$ cat src/rtl/csa_accum_ctrl_if.sv
// Handshake bundle for csa_accum_ctrl: operand input stream and resolved-result output.
interface csa_accum_ctrl_if #(
   parameter int WIDTH   = 4,
   parameter int MAX_OPS = 8
);
   localparam int OUT_W = WIDTH + $clog2(MAX_OPS);
   localparam int CNT_W = $clog2(MAX_OPS + 1);

   logic             in_valid;
   logic             in_ready;
   logic [WIDTH-1:0] in_data;
   logic             in_last;
   logic             out_valid;
   logic             out_ready;
   logic [OUT_W-1:0] out_result;
   logic [CNT_W-1:0] out_count;

   modport master (
      output in_valid, in_data, in_last, out_ready,
      input  in_ready, out_valid, out_result, out_count
   );

   modport slave (
      input  in_valid, in_data, in_last, out_ready,
      output in_ready, out_valid, out_result, out_count
   );
endinterface

$ cat src/rtl/csa_accum_ctrl.sv
// Multi-operand adder: carry-save accumulation of an operand stream, one carry-propagate add per packet.
// Optional abort input is enabled by defining CSA_ABORT_EN.
module csa_accum_ctrl #(
   parameter int WIDTH   = 4,
   parameter int MAX_OPS = 8
) (
   input  logic             clk,
   input  logic             rst_n,
`ifdef CSA_ABORT_EN
   input  logic             in_abort,
`endif
   csa_accum_ctrl_if.slave  bus
);
   localparam int OUT_W = WIDTH + $clog2(MAX_OPS);
   localparam int CNT_W = $clog2(MAX_OPS + 1);
   localparam logic [CNT_W-1:0] MAX_CNT = CNT_W'(MAX_OPS);

   typedef enum logic [1:0] {
      S_IDLE    = 2'd0,
      S_ACCUM   = 2'd1,
      S_RESOLVE = 2'd2,
      S_DONE    = 2'd3
   } state_t;

   state_t           r_state;
   logic [OUT_W-1:0] r_sum;
   logic [OUT_W-1:0] r_carry;
   logic [CNT_W-1:0] r_cnt;
   logic             r_out_valid;
   logic [OUT_W-1:0] r_out_result;
   logic [CNT_W-1:0] r_out_count;

   logic             w_in_ready;
   logic             w_accept;
   logic             w_term;
   logic [OUT_W-1:0] w_d;
   logic [OUT_W-1:0] w_sum_nxt;
   logic [OUT_W-1:0] w_carry_nxt;
   logic [CNT_W-1:0] w_cnt_nxt;

   function automatic logic [OUT_W-1:0] csa_sum(input logic [OUT_W-1:0] a,
                                                 input logic [OUT_W-1:0] b,
                                                 input logic [OUT_W-1:0] c);
      return a ^ b ^ c;
   endfunction

   // Majority bits move one place up; the top carry drops out (mod 2^OUT_W).
   function automatic logic [OUT_W-1:0] csa_carry(input logic [OUT_W-1:0] a,
                                                   input logic [OUT_W-1:0] b,
                                                   input logic [OUT_W-1:0] c);
      logic [OUT_W-1:0] maj;
      maj = (a & b) | (a & c) | (b & c);
      return {maj[OUT_W-2:0], 1'b0};
   endfunction

   assign w_in_ready     = rst_n && ((r_state == S_IDLE) || (r_state == S_ACCUM));
   assign bus.in_ready   = w_in_ready;
   assign bus.out_valid  = r_out_valid;
   assign bus.out_result = r_out_result;
   assign bus.out_count  = r_out_count;

   // Next carry-save state for a beat presented this cycle.
   always_comb begin
      w_d         = {{(OUT_W-WIDTH){1'b0}}, bus.in_data};
      w_accept    = bus.in_valid && w_in_ready;
      w_sum_nxt   = csa_sum(r_sum, r_carry, w_d);
      w_carry_nxt = csa_carry(r_sum, r_carry, w_d);
      w_cnt_nxt   = r_cnt + {{(CNT_W-1){1'b0}}, 1'b1};
      if (w_accept && (bus.in_last || (w_cnt_nxt == MAX_CNT))) begin
         w_term = 1'b1;
      end else begin
         w_term = 1'b0;
      end
   end

   // Sequencing FSM with redundant accumulator and registered result.
   always_ff @(posedge clk) begin
      if (!rst_n) begin
         r_state      <= S_IDLE;
         r_sum        <= {OUT_W{1'b0}};
         r_carry      <= {OUT_W{1'b0}};
         r_cnt        <= {CNT_W{1'b0}};
         r_out_valid  <= 1'b0;
         r_out_result <= {OUT_W{1'b0}};
         r_out_count  <= {CNT_W{1'b0}};
      end else begin
`ifdef CSA_ABORT_EN
         // A finished result must still drain, so DONE is immune to abort.
         if (in_abort && (r_state != S_DONE)) begin
            r_state <= S_IDLE;
            r_sum   <= {OUT_W{1'b0}};
            r_carry <= {OUT_W{1'b0}};
            r_cnt   <= {CNT_W{1'b0}};
         end else begin
`else
         begin
`endif
            case (r_state)
               S_IDLE, S_ACCUM: begin
                  if (w_accept) begin
                     r_sum   <= w_sum_nxt;
                     r_carry <= w_carry_nxt;
                     r_cnt   <= w_cnt_nxt;
                     r_state <= w_term ? S_RESOLVE : S_ACCUM;
                  end
               end
               S_RESOLVE: begin
                  r_out_result <= r_sum + r_carry;
                  r_out_count  <= r_cnt;
                  r_out_valid  <= 1'b1;
                  r_state      <= S_DONE;
               end
               S_DONE: begin
                  if (bus.out_ready) begin
                     r_out_valid <= 1'b0;
                     r_sum       <= {OUT_W{1'b0}};
                     r_carry     <= {OUT_W{1'b0}};
                     r_cnt       <= {CNT_W{1'b0}};
                     r_state     <= S_IDLE;
                  end
               end
               default: begin
                  r_state <= S_IDLE;
               end
            endcase
         end
      end
   end
endmodule
$ cat src/flat_wrapper.sv
// flat-port wrapper written by rule: the top's interface ports become plain ports
module csa_accum_ctrl_flat 
#(
   parameter int WIDTH   = 4,
   parameter int MAX_OPS = 8
)
  (clk, rst_n, bus_in_valid, bus_in_data, bus_in_last, bus_out_ready, bus_in_ready, bus_out_valid, bus_out_result, bus_out_count);
  csa_accum_ctrl_if #(.WIDTH(WIDTH), .MAX_OPS(MAX_OPS)) bus_i ();
  input  logic clk;
  input  logic rst_n;
  input wire logic [$bits(bus_i.in_valid)-1:0] bus_in_valid;
  input wire logic [$bits(bus_i.in_data)-1:0] bus_in_data;
  input wire logic [$bits(bus_i.in_last)-1:0] bus_in_last;
  input wire logic [$bits(bus_i.out_ready)-1:0] bus_out_ready;
  output wire logic [$bits(bus_i.in_ready)-1:0] bus_in_ready;
  output wire logic [$bits(bus_i.out_valid)-1:0] bus_out_valid;
  output wire logic [$bits(bus_i.out_result)-1:0] bus_out_result;
  output wire logic [$bits(bus_i.out_count)-1:0] bus_out_count;
  assign bus_i.in_valid = bus_in_valid;
  assign bus_i.in_data = bus_in_data;
  assign bus_i.in_last = bus_in_last;
  assign bus_i.out_ready = bus_out_ready;
  assign bus_in_ready = bus_i.in_ready;
  assign bus_out_valid = bus_i.out_valid;
  assign bus_out_result = bus_i.out_result;
  assign bus_out_count = bus_i.out_count;
  csa_accum_ctrl #(.WIDTH(WIDTH), .MAX_OPS(MAX_OPS)) u_core (.clk(clk), .rst_n(rst_n), .bus(bus_i));
endmodule
$ cat config.mk
export PLATFORM = sky130hd
export DESIGN_NAME = csa_accum_ctrl_flat
export DESIGN_NICKNAME = d
export VERILOG_FILES = /design/src/rtl/csa_accum_ctrl_if.sv /design/src/rtl/csa_accum_ctrl.sv /design/src/flat_wrapper.sv
export SDC_FILE = /design/constraint.sdc
export NUM_CORES = 1
export LEC_CHECK = 0
export CAP_MARGIN = 30
export CORE_MARGIN = 1
export CORE_UTILIZATION = 30
export DETAILED_ROUTE_END_ITERATION = 10
export SYNTH_ARGS = -nofsm -noshare
export SYNTH_HDL_FRONTEND = slang
export SYNTH_SLANG_ARGS = --single-unit
$ cat constraint.sdc
create_clock -name clk -period 4.12 [get_ports clk]
set_clock_uncertainty 0.1 [all_clocks]
set_input_delay 0.618 -clock clk [delete_from_list [all_inputs] [get_ports clk]]
set_output_delay 0.618 -clock clk [all_outputs]
set_load 0.05 [all_outputs]
* Word-level counts from Yosys, hierarchy flattened
Cells that the tools add are included.
** Cells by class
- Multipliers :: 0
- Bitwise logic cells :: 7
- Mux-type cells :: 15
- Add/sub/neg operators :: 2
- Shifts and indexed selects :: 0
- Div/mod/pow operators :: 0
- Reduce and logical (&&, ||, !) cells :: 12
- Magnitude comparators :: 0
- Equality and inequality tests :: 6
** Operator list (number)
- 7-bit one-hot mux with 2 select lines :: 2
- 7-bit 2-to-1 mux :: 3
- 6-bit by 4-bit bitwise AND with 6-bit output :: 2
- 6-bit OR :: 2
- 4-bit 2-to-1 mux :: 2
- 4-bit one-hot mux with 2 select lines :: 1
- 7-bit adder :: 1
- 7-bit by 4-bit XOR with 7-bit output :: 1
- 7-bit XOR :: 1
- 6-bit bitwise AND :: 1
- 2-bit 2-to-1 mux :: 3
- 2-bit one-hot mux with 3 select lines :: 1
- 4-bit by 1-bit adder with 4-bit output (second input constant) :: 1
- 2-bit == test (second input constant) :: 2
- 4-bit == test (second input constant) :: 1
- 2-bit AND reduction :: 2
- 2-bit nonzero test :: 2
- 1-bit logical AND :: 3
- 3-bit AND reduction :: 1
- 2-bit by 1-bit == test with 1-bit output (second input constant) :: 1
- 2-bit logical NOT :: 1
- 1-bit logical OR :: 2
- 1-bit 2-to-1 mux :: 2
- 2-bit by 1-bit inequality test with 1-bit output (second input constant) :: 1
- other kinds (3) :: 3
** Storage, ports and cells
- Register bits after elaboration :: 32
- Logic and storage cells :: 49
- Memories :: 0
- Output and inout port bits :: 13
- Bits in latches :: 0
- Bits in read-only memories :: 0
- RAM bits :: 0

* Longest topological paths before layout
- Depth in word-level cells :: 9
- Depth in mapped cells :: 7
- Mapped depth without buffers :: 7

* Least setup slack after synthesis
No wires, ideal clock.
- Path kind :: input to output
- Start point :: input rst_n
- End point :: output bus_in_ready
- Stages :: 5
- Arrival :: 1844 ps
- Buffers on the path :: 3
- Setup slack :: 1558 ps
- Cell sequence :: buf_2 > inv_1 > buf_2 > buf_1 > nor2_1
** Between the ends
- Word-level cells in the longest chain between the ends :: 1
** RTL lines
- from (decl) :: RTL line flat_wrapper.sv:10 : input logic rst_n;
- 1-bit logical AND :: RTL line csa_accum_ctrl.sv:56 : assign w_in_ready = rst_n && ((r_state == S_IDLE) || (r_state == S_ACCUM));
- to (decl) :: RTL line flat_wrapper.sv:15 : output wire logic [$bits(bus_i.in_ready)-1:0] bus_in_ready;
No other way between the ends.

* Worst setup path in the final report
Same ends and word-level chain as after synthesis.

==> impl_metrics.tcl <==
set metrics [dict create \
    cp.buffers_inverters 3 \
    postPlaceCellArea_um2 1747 \
    finalCritPeriodShare_pct 72.16 \
    slew_violations 0 \
    grtUsageTotal_pct 13.59 \
    antenna_found_initial 0 \
    path_class "in2out" \
    grt_pass1_vias 1150 \
    status "complete, no violations" \
    wirelength_um 3266 \
    rr_startpoint "u_core.r_state[1]" \
    drive_gt1_share_pct 6.154 \
    worstPathArrival_ns 2.26 \
    diodes 0 \
    syn_area_um2 1511 \
    pin_count 22 \
    crit_top_cell "clkdlybuf4s50_1" \
    ant_nets 0 \
    cts_resized 0 \
    gp_congestion 0.7414 \
    seq_area_um2 620.6 \
    path_cells "clkdlybuf4s50_1 > inv_1 > nor2_1 > clkdlybuf4s50_1" \
    hold_slack_ns 0.3478 \
    pre_cts_slack_ns 1.138 \
    cp_num_cells 4 \
    synth-compound-area-share_pct 18.87 \
    yosysWarnings 0 \
    tightest_slew_ns 0.7365 \
    max_stage_delay_ns 0.81 \
    cts_buffers 5 \
    cp-endpoint "bus_in_ready" \
    clock-sinks 31 \
    cts_tree "built" \
    grt_overflow 0 \
    fin_crit_ns 2.973 \
    ir_worst_vdd_v 0.0001750 \
    cellPowerDensity_nw_per_um2 353.9 \
    synth_xor_area_share_pct 1.738 \
    vias 1296 \
    drc 0 \
    setup_tns_ns 0 \
    nets 214 \
    post_cts_buffers 0 \
    n_fill_cell 514 \
    path_clk_slew_ns 0.06 \
    rsz0062_at_grt "false" \
    io_buffers 21 \
    syn2layout_area_growth_pct 22.19 \
    avgSynthCellArea_um2 8.539 \
    r2r-end "u_core.r_sum[6]" \
    leakagePower_nw 0.6378 \
    min_from "u_core.bus.out_result[3]" \
    netlist_instances 177 \
    crit_family "buffers and inverters" \
    dp_hpwl_um 2101 \
    slew_headroom_pct 50.90 \
    regToRegSetupSlack_ns 2.05 \
    layout_common_cells "31 x nand2_1, 31 x dfxtp_1, 28 x a21oi_1" \
    multi_input_area_um2 798.3 \
    syn-num-nets 197 \
    hp-class "reg2reg" \
    hold_viol 0 \
    root_buffer "clkbuf_8" \
    die_height_um 72.98 \
    die_w_um 72.98 \
    die_area_um2 5326 \
    start_kind "primary input" \
    synth.yosys.seq_area_share_pct 41.06 \
    synth_top_family_by_area "simple AND/OR/NAND/NOR gates" \
    setup_viol 0 \
    grt_max_degree 29 \
    core.rowCount 25 \
    worstSetupStartpoint "rst_n" \
    cts_buffer_depth 2 \
    drv_cap 0 \
    grt_first_pass_wirelength_um 5354 \
    cp.required_ns 3.40 \
    initial_utilization_pct 31.58 \
    fin_ws_ns 1.147 \
    max_freq_mhz 336.3 \
    endpoint_kind "primary output" \
    core_area_um2 4786 \
    hold_buffers 0 \
    first_iter_violations 58 \
    vias_per_cell 4.947 \
    synthAdderAreaFrac_pct 11.09 \
    synth-seq-cells 31 \
    dr.pass1.iters 4 \
    crit_fanout 9 \
    final_area_um2 1847 \
    synth-simple-area-share_pct 20.45 \
    critPathSlowestCell "clkdlybuf4s50_1" \
    reg2regPathDepth 4 \
    htreeDepth 2 \
    synth_cell_types 35 \
    muxShareOfSynthArea_pct 0.6623 \
    insertion_delay_ns 0.29 \
    wl_per_cell_um 12.47 \
]
## layout make-up
cell class                 count  share of cell area (%)
multi-input combinational    127                   43.22
sequential                    31                   33.60
timing repair buffer          22                   11.79
clock buffer                   8                   5.420
tap                           67                   4.539
inverter                       7                   1.423
## power breakdown
part           switching [W]  internal, W
clock               0.000115     0.000152
sequential        0.00000924     0.000307
combinational      0.0000442    0.0000257
## stage by stage
step	utilization [%]	instances	power, W
global placement	36.50	254	0.0003936
CTS	38.59	262	0.0006610
detailed placement	36.50	254	0.0003938
global route	38.59	262	0.0006835
floorplan	-	177	0.0003710
finish	38.59	262	0.0006535
## layer usage
metal / routed length (µm) / vias up / part of all wire (%) / GRT usage, %
met5: 0 / - / 0 / 0
met4: 70 / 0 / 2.1 / 5.447
met3: 165 / 9 / 5.1 / 5.110
met2: 1335 / 35 / 41 / 19.65
met1: 1695 / 600 / 52 / 18.19
li1: - / 652 / - / -
## kinds of logic after synthesis
group	after synthesis
AO/OA/AOI/OAI	46
adder cells (fa/ha/maj)	11
AND/OR/NAND/NOR	66
XOR/XNOR	3
multiplexers	1
flip-flops	31
buffers and inverters	19
## how the worst min path moves through the flow
| stage | to | slack [ns] | cells past startpoint |
|---|---|---|---|
| after CTS | u_core.bus.out_result[3] | 0.35 | 2 |
| after global routing | u_core.bus.out_result[0] | 0.38 | 2 |
| after floorplan | u_core.r_sum[5] | 0.34 | 2 |
| after detailed placement | u_core.bus.out_result[3] | 0.34 | 2 |
| after global placement | u_core.bus.out_result[3] | 0.34 | 2 |
| final | u_core.bus.out_result[3] | 0.35 | 2 |
## worst reg2reg max path: stages (launching register included)
cell and delay [ns]:
dfxtp_1 0.59, and3b_1 0.48, a31oi_4 0.52, o21ai_0 0.18, a21oi_1 0.14
## sequential cells by signal, summed over array words and instances, names as in the netlist
signal                 cells
u_core.r_sum               7
u_core.bus.out_result      7
u_core.r_state             2
u_core.r_carry             6
u_core.bus.out_valid       1
u_core.r_cnt               4
u_core.bus.out_count       4
## cell usage after synthesis, drive strengths merged
library cell / instances / share of area [%]
dfxtp: 31 / 41
nand2: 31 / 7.7
a21oi: 30 / 10
nand3: 18 / 6.0
buf: 8 / 3.4
ha: 7 / 5.8
inv: 7 / 1.7
o21ai: 5 / 1.7
clkbuf: 4 / 0.99
fa: 4 / 5.3
nand4: 4 / 1.7
nor2: 4 / 0.99
nand3b: 3 / 1.5
a211oi: 2 / 0.99
a31oi: 2 / 1.8
xnor2: 2 / 1.2
a21o: 1 / 0.50
a311o: 1 / 0.66
a311oi: 1 / 0.58
a31o: 1 / 0.58
and2b: 1 / 0.50
and3b: 1 / 0.58
mux2i: 1 / 0.66
nand2b: 1 / 0.41
nor2b: 1 / 0.41
nor3: 1 / 0.33
nor4: 1 / 0.41
o2111ai: 1 / 0.58
o21a: 1 / 0.50
o311ai: 1 / 0.58
xor2: 1 / 0.58
(Power assumes the default switching activity.)
==> RTL change, RTL diff (config.mk and constraints unchanged) <==
`MAX_OPS` is set to 8 in 3 places; all go to 16.
--- a/src/rtl/csa_accum_ctrl_if.sv
+++ b/src/rtl/csa_accum_ctrl_if.sv
@@ -2,5 +2,5 @@
 interface csa_accum_ctrl_if #(
    parameter int WIDTH   = 4,
-   parameter int MAX_OPS = 8
+   parameter int MAX_OPS = 16
 );
    localparam int OUT_W = WIDTH + $clog2(MAX_OPS);
--- a/src/rtl/csa_accum_ctrl.sv
+++ b/src/rtl/csa_accum_ctrl.sv
@@ -3,5 +3,5 @@
 module csa_accum_ctrl #(
    parameter int WIDTH   = 4,
-   parameter int MAX_OPS = 8
+   parameter int MAX_OPS = 16
 ) (
    input  logic             clk,
--- a/src/flat_wrapper.sv
+++ b/src/flat_wrapper.sv
@@ -3,5 +3,5 @@
 #(
    parameter int WIDTH   = 4,
-   parameter int MAX_OPS = 8
+   parameter int MAX_OPS = 16
 )
   (clk, rst_n, bus_in_valid, bus_in_data, bus_in_last, bus_out_ready, bus_in_ready, bus_out_valid, bus_out_result, bus_out_count);
Interface: changed (resized bus_out_count and bus_out_result); port bits go from 22 to 24. The function was not compared with the original's and may differ.
==> RTL change against the original RTL <==
Critical path type unchanged. Area after synthesis grew 15%. Die area rose by 14%. Register-to-register slack gained 160 ps. Sequential cell count increased by 5. Combinational power up 7.6%. Setup slack improved by 220 ps. Global-route usage is 0.83 points lower. Routed wire length grew 6.2%. Via count increased by 2.0%. Final area rose by 13%. Total power grew 4.0%. Non-clock buffer count is 3 higher.
==> RTL change: results (changes against the original RTL) <==
sequential-to-total area share from yosys stat: 41.6% (+0.50 points)
Final nets: 222 (+3.7%)
invs w/o clock: 1 (-6)
top cells by area, synth: dfxtp_1, ha_1, nand2_1
Final clock-cell share: 3.73% (-1.7 points)
post-synth cell types: 43 (+23%)
CP Max Fanout: 2 (-7)
multi-input logic area: 943 um2 (+18%)
hold depth: 2 (unchanged)
vias per std cell: 4.84 (-2.1%)
Layout Cells excl Fill: 273 (+4.2%)
buffering overhead: 11.8% (about the same)
GPL Wtd Cong: 0.731 (-1.5%)
Worst Hold End: u_core.bus.out_count[3]
IR drop worst, VDD: 0.152 mV (-13%)
Overall Global Routing Usage: 12.8% (-0.83 points)
Syn Nets: 200 (+1.5%)
non-clock buffer count: 25 (+14%)
1st-iter DRT viols: 102 (+76%)
R2R depth: 6 (+2)
placed wire-length estimate: 2320 um (+10%)
CTS H-tree depth: 2 (unchanged)
post-CTS setup buffer count: 0 (unchanged)
Avg WL per Cell: 12.7 um (+1.9%)
Final setup viols: 0 (unchanged)
Min Clock Period, post-route: 2750 ps (-224 ps)
Root Buffer: clkbuf_8
first-pass GRT wire length: 6110 um (+14%)
placed inst area: 2000 um2 (+15%)
R2R Path End: u_core.bus.out_result[7]
post-cts sizing count: 0 (unchanged)
status: finished, final reports clean
hold path start: u_core.bus.out_count[3]
layout cells sized above 1: 5.97% (-0.18 points)
sequential cell area: 721 um2 (+16%)
delay-heaviest family, CP: buffers and inverters
Cells after Synth: 179 (+1.1%)
largest net degree at the start of global routing: 33 (+14%)
TritonCTS Buffers: 5 (unchanged)
Multi-In Gates: 132 (+3.9%)
worst flop-to-flop path startpoint: u_core.r_carry[1]
clock buf count: 6 (-2)
number of global-route vias before repair: 1296 (+13%)
synth cell count leaders: dfxtp_1, nand2_1, a22o_1
I/O Buffers: 23 (+9.5%)
initial antenna violation count: 0 (unchanged)
Post-Place Setup Slack: 1370 ps (+231 ps)
Area growth syn-to-layout: 20.0%
filler cell count: 584 (+14%)
max_slew headroom: 47.1% (-3.8 points)
Leakage: 0.838 nW (+31%)
Min Hold Slack: 356 ps (+7.82 ps)
core box area: 5540 um2 (+16%)
Seq cells post-synth: 36 (+16%)
Reg2Reg Setup Slack: 2210 ps (+160 ps)
RTL change: worst register-to-register path: stages, from the launching register on:
cell	delay (ps)
dfxtp_1	340
ha_1	240
fa_1	440
a211oi_1	240
nor2_1	120
mux2i_1	130
a211oi_1	220
RTL change: kinds of logic after synthesis:
kind of cell               Yosys count  synth area share [%]
adders and majority gates           12                  10.4
buffers and inverters               11                  4.04
muxes                                2                  1.15
DFF                                 36                  41.6
AOI/OAI and AO/OA                   52                  21.7
xor gates and xnor gates             4                  2.02
and+or+nand+nor                     62                  19.1
RTL change: metal layers:
metal	track usage, %	vias up	wire length [um]	share of wire [%]
met5	0	-	0	0
met2	17.9	22	1380	40
met3	3.72	6	104	3.0
li1	-	686	-	-
met1	18.2	608	1920	55
met4	5.00	0	65	1.9
RTL change: power breakdown:
part / internal [mW] / switching, mW / total (mW) / leakage (nW)
logic: 0.0333 / 0.0419 / 0.0752 / 0.505
registers: 0.358 / 0.00999 / 0.368 / 0.292
clock network: 0.115 / 0.121 / 0.236 / 0.0410
